`src/rtl/mul_track_ctrl.sv`:
```
`default_nettype none
// ============================================================================
//  Module      : mul_track_ctrl
//  Description : Tracks in-flight MUL ops from EX through MEM to WB, raises a
//                stall for dependents the multiplier cannot forward, drives
//                WB write-back and the WB->ID bypass, and keeps saturating
//                performance counters.
//  Revision    : 1.0 - initial release
// ============================================================================
module mul_track_ctrl #(
   parameter int LAT   = 2,   // edges from EX issue until the product is valid in WB
   parameter int CNT_W = 32   // performance counter width
) (
   input  logic             clk,
   input  logic             rst,
   input  logic             stall,
   input  logic             issue_valid,
   input  logic [4:0]       issue_rd,
   input  logic [4:0]       id_rs1,
   input  logic [4:0]       id_rs2,
   input  logic             id_rs1_used,
   input  logic             id_rs2_used,
   input  logic [31:0]      mul_result,
   output logic             mul_stall_req,
   output logic             wb_valid,
   output logic [4:0]       wb_rd,
   output logic [31:0]      wb_data,
   output logic             fwd_rs1_hit,
   output logic             fwd_rs2_hit,
   output logic             busy,
   output logic [CNT_W-1:0] perf_mul_cnt,
   output logic [CNT_W-1:0] perf_stall_cnt
);

   localparam logic [CNT_W-1:0] CNT_ONES = {CNT_W{1'b1}};
   localparam logic [CNT_W-1:0] CNT_ONE  = CNT_W'(1);

   // Tracker slots: index 0 is MEM, index LAT-1 is WB.
   logic [LAT-1:0] v_q;
   logic [LAT-1:0] v_d;
   logic [4:0]     rd_q [LAT];
   logic [4:0]     rd_d [LAT];

   logic [CNT_W-1:0] mul_cnt_q;
   logic [CNT_W-1:0] mul_cnt_d;
   logic [CNT_W-1:0] stall_cnt_q;
   logic [CNT_W-1:0] stall_cnt_d;

   logic hazard;

   // A producer blocks ID when it writes a real register that ID actually reads.
   function automatic logic rd_hit(
      input logic [4:0] rd,
      input logic [4:0] rs1,
      input logic [4:0] rs2,
      input logic       rs1_used,
      input logic       rs2_used
   );
      return (rd != 5'd0) &&
             (((rd == rs1) && rs1_used) || ((rd == rs2) && rs2_used));
   endfunction

   // Tracker advance: shift one slot per unfrozen edge, hold everything under stall.
   always_comb begin
      v_d  = v_q;
      rd_d = rd_q;
      if (!stall) begin
         v_d[0]  = issue_valid;
         rd_d[0] = issue_rd;
         for (int k = 1; k < LAT; k++) begin
            v_d[k]  = v_q[k-1];
            rd_d[k] = rd_q[k-1];
         end
      end
   end

   // Hazard: the op in EX and every tracked op before WB cannot be forwarded yet.
   always_comb begin
      hazard = 1'b0;
      if (issue_valid && rd_hit(issue_rd, id_rs1, id_rs2, id_rs1_used, id_rs2_used)) begin
         hazard = 1'b1;
      end
      for (int k = 0; k < LAT - 1; k++) begin
         if (v_q[k] && rd_hit(rd_q[k], id_rs1, id_rs2, id_rs1_used, id_rs2_used)) begin
            hazard = 1'b1;
         end
      end
   end

   // Saturating counters; the stall counter keeps counting while the pipe is frozen.
   always_comb begin
      mul_cnt_d   = mul_cnt_q;
      stall_cnt_d = stall_cnt_q;
      if (issue_valid && !stall && (mul_cnt_q != CNT_ONES)) begin
         mul_cnt_d = mul_cnt_q + CNT_ONE;
      end
      if (hazard && (stall_cnt_q != CNT_ONES)) begin
         stall_cnt_d = stall_cnt_q + CNT_ONE;
      end
   end

   // State registers; reset drops any in-flight op and takes priority over stall.
   always_ff @(posedge clk) begin
      if (rst) begin
         v_q         <= '0;
         for (int k = 0; k < LAT; k++) begin
            rd_q[k] <= 5'd0;
         end
         mul_cnt_q   <= '0;
         stall_cnt_q <= '0;
      end else begin
         v_q         <= v_d;
         rd_q        <= rd_d;
         mul_cnt_q   <= mul_cnt_d;
         stall_cnt_q <= stall_cnt_d;
      end
   end

   // Write-back, bypass and status outputs; x0 writes are suppressed.
   always_comb begin
      mul_stall_req  = hazard;
      wb_valid       = v_q[LAT-1] && (rd_q[LAT-1] != 5'd0);
      wb_rd          = rd_q[LAT-1];
      wb_data        = mul_result;
      fwd_rs1_hit    = wb_valid && (rd_q[LAT-1] == id_rs1) && id_rs1_used;
      fwd_rs2_hit    = wb_valid && (rd_q[LAT-1] == id_rs2) && id_rs2_used;
      busy           = |v_q;
      perf_mul_cnt   = mul_cnt_q;
      perf_stall_cnt = stall_cnt_q;
   end

endmodule
`default_nettype wire

```
`config.mk`:
```
export PLATFORM = sky130hd
export DESIGN_NAME = mul_track_ctrl
export DESIGN_NICKNAME = d
export VERILOG_FILES = /design/src/rtl/mul_track_ctrl.sv
export SDC_FILE = /design/constraint.sdc
export NUM_CORES = 1
export LEC_CHECK = 0
export ABC_AREA = 1
export ABC_CLOCK_PERIOD_IN_PS = 1650
export CAP_MARGIN = 15
export CORE_MARGIN = 4
export CORE_UTILIZATION = 44
export CTS_CLUSTER_SIZE = 40
export DETAILED_ROUTE_END_ITERATION = 10
export HOLD_SLACK_MARGIN = 0.12
export MAX_ROUTING_LAYER = met4
export PLACE_DENSITY_LB_ADDON = 0.12
export SLEW_MARGIN = 5
export SYNTH_ARGS = -nofsm -noshare
export SYNTH_HDL_FRONTEND = slang
export SYNTH_SLANG_ARGS = --single-unit
```
`constraint.sdc`:
```
create_clock -name clk -period 1.65 [get_ports clk]
set_input_delay 0.2475 -clock clk [delete_from_list [all_inputs] [get_ports clk]]
set_output_delay 0.2475 -clock clk [all_outputs]
set_load 0.01 [all_outputs]
```
==> out/metrics.cfg <==
[outcome]
run_status = finished, violations left
failed_checks = setup timing

[global_routing]
globalRouteOverflowTotal = 0
gr-usage-all-layers = 0.252
largest_net_degree_at_the_start_of_global_routing = 57
grt_first_pass_wirelength_um = 28500
initial_antenna_violation_count = 0
first_global_vias = 6024

[routing]
drc = 0
wl_per_cell_um = 17.9
firstDrtPassIters = 5
drtIter0Drc = 436
route.final.wire_length_um = 21400
drtAntennaViolNets = 0
routed_via_density = 5.49
routed-via-count = 6572

[cts]
tritoncts_clock_tree = done
worstSkewPairLatency_ns = 0.35
cts-buffers-inserted = 9
max-clock-path-buffers = 2
path_clk_slew_ns = 0.07
cts_max_level = 3
cts-hold-fix-buffers = 0
clk_root_buffer_cell = sky130_fd_sc_hd__clkbuf_16
clkSinkCount = 76

[timing]
tightest_slew_ns = 0.364
maxClockFrequency_ghz = 0.532
slew_viol_final = 0
setup-tns-final_ns = -3.99
setup_ws_final_ns = -0.229
final-hold-violation-count = 0
final.setup_skew_ns = 0.0111
finalSetupViolations = 50
setup_repair_after_global_routing_missed_its_margin = yes
layout_worst_path_cycle_share = 1.14
max_slew_headroom = 0.755
min_period_ns = 1.88

[logic_synthesis]
avg_cell_area_syn_um2 = 6.17
netlist_top_cells_area = sky130_fd_sc_hd__dfxtp_1 29%, sky130_fd_sc_hd__nand2_1 18%, sky130_fd_sc_hd__nor2_1 9.1%, sky130_fd_sc_hd__a21oi_1 6.1%, sky130_fd_sc_hd__buf_4 5.4%
synth_cells = 858
syn-cell-area_um2 = 5290
synth_top_area_frac = 0.288
synth-seq-area-share = 0.288
yosys_warnings = 0
yosys.area.top_type = sky130_fd_sc_hd__dfxtp_1
yosys.cell_types.count = 37
ys_seq_elements = 76
syn_nets = 913

[power]
total_leakage_power_nw = 4.09
power_per_unit_of_standard_cell_area_nw_per_um2 = 534
vdd.ir_drop.worst_uv = 393

[place]
place.gp.congestion = 0.933
placement.io_buffers = 94
detailed_place_hpwl_um = 12000
post-place-ws_ns = -0.592

[finish]
nFillCells = 785
mostFrequentLayoutCells = 217 x sky130_fd_sc_hd__nand2_1, 102 x sky130_fd_sc_hd__buf_4, 95 x sky130_fd_sc_hd__nor2_1, 50 x sky130_fd_sc_hd__clkdlybuf4s50_1, 47 x sky130_fd_sc_hd__inv_1
finish.net_count = 1104
mostFrequentLayoutCell = sky130_fd_sc_hd__nand2_1
multi_input_comb_area_um2 = 3960
antennaDiodeCount = 0
layout-drive-gt1-share = 0.424
area_growth_pct = 68.2
sequential_cell_area_um2 = 1610

[setup_path]
timing.setup.critical_path_class = reg2reg
worstSetupEndpointType = flop
cp_top_family = simple AND/OR/NAND/NOR gates
arrival_ns = 2.15
crit_path_max_fanout = 5
critical_path.startpoint_type = flop
crit_chain = nand4_1, nor2_4, nand3_4, buf_12, buf_12, nand2_8, nor2_4, nand3_2, nand2_1, nor2_1
crit_required_ns = 1.92
cp_num_buf_inv = 2
timing.critical_path.slowest_cell_delay_ns = 0.46
slowest_stage = sky130_fd_sc_hd__dfxtp_1

[worst_hold_path]
hold_path_class = in2reg

[floorplanning]
starting_density_of_the_core = 0.456
fp.dieH_um = 118
die-width_um = 118
num_rows = 39
floorplan.die_area_um2 = 13800
io_pins = 159
fp.coreArea_um2 = 11600

[run]
cap_violations = 0

## worst reg2reg max path, cell delays in order (launching register included)
cell and delay, ns:
sky130_fd_sc_hd__dfxtp_1 0.46, sky130_fd_sc_hd__nand4_1 0.21, sky130_fd_sc_hd__nor2_4 0.26, sky130_fd_sc_hd__nand3_4 0.14, sky130_fd_sc_hd__buf_12 0.17, sky130_fd_sc_hd__buf_12 0.15
sky130_fd_sc_hd__nand2_8 0.08, sky130_fd_sc_hd__nor2_4 0.04, sky130_fd_sc_hd__nand3_2 0.07, sky130_fd_sc_hd__nand2_1 0.07, sky130_fd_sc_hd__nor2_1 0.17
## cells by family (layout without fill, tap and decap cells)
logic type,Yosys count,in the layout,synth area share
AND/OR/NAND/NOR,523,523,0.448
buffers and inverters,147,343,0.141
AO/OA/AOI/OAI,96,96,0.0951
flip-flops,76,76,0.288
XOR/XNOR,14,14,0.0232
adder cells (fa/ha/maj),2,2,0.00473
## final timing paths
path              slack, ns  cells past startpoint            endpoint          startpoint
hold / removal         0.40                      3             rd_q[7]         issue_rd[2]
setup reg to reg      -0.23                     10  perf_stall_cnt[12]  perf_stall_cnt[31]
hold reg to reg        0.50                      2              v_q[0]              v_q[0]
setup / recovery      -0.23                     10  perf_stall_cnt[12]  perf_stall_cnt[31]
## per-stage QoR
stage	cell area [µm²]	hold slack [ns]	total power [mW]	util	std cells
global route	8900	0.411	4.90	0.766	1197
global placement	6840	0.484	2.38	0.589	1137
CTS	7650	0.395	4.64	0.659	1177
detailed placement	6840	0.492	2.39	0.589	1137
finish	8900	0.397	4.75	0.766	1197
floorplan	5300	0.399	2.25	-	858
## sequential cells by signal (all words and copies together) (netlist names)
name,count
rd_q,5
perf_mul_cnt,32
wb_rd,5
perf_stall_cnt,32
v_q,2
## area by class of cell
cell class / count / share of cell area
timing repair buffer: 239 / 0.278
tap: 143 / 0.0201
clock inverter: 5 / 0.00928
sequential: 76 / 0.180
clock buffer: 11 / 0.0273
inverter: 88 / 0.0405
multi-input combinational: 635 / 0.445
## repair_timing
| action | 4_1_cts | 5_1_grt |
|---|---|---|
| setup endpoints to repair | 69 | 86 |
| resized for setup | 152 | 258 |
| pin swaps | 63 | 95 |
| setup buffers | 22 | 12 |
| cloned | 3 | 11 |
## cells in the mapped netlist (all sizes together)
| cell type | count |
|---|---|
| xor2 | 10 |
| nor2 | 138 |
| o211ai | 2 |
| o21ai | 24 |
| nand2 | 276 |
| nor4 | 2 |
| o21bai | 1 |
| nand3b | 7 |
| nor3b | 3 |
| a21oi | 66 |
| o2111ai | 2 |
| dfxtp | 76 |
| nand3 | 64 |
| buf | 54 |
| nand4 | 14 |
| nor3 | 16 |
| o41ai | 1 |
| ha | 2 |
| or2 | 3 |
| xnor2 | 4 |
| clkbuf | 5 |
| inv | 88 |
## metal layers
layer	vias to the layer above	routed length, µm	GRT usage
met5	-	0	-
met2	292	10800	0.420
li1	3082	-	-
met3	92	1100	0.0389
met1	3106	8550	0.306
met4	0	893	0.105
## report_power, final
part           internal [mW]  total [mW]  leakage (nW)  switching, mW
logic                  0.293       0.619          3.29          0.327
clock network           1.37        2.24         0.160          0.870
registers               1.85        1.88         0.637         0.0371
total                   3.51        4.75          4.09           1.23
Power figures use the tool's default switching activity.
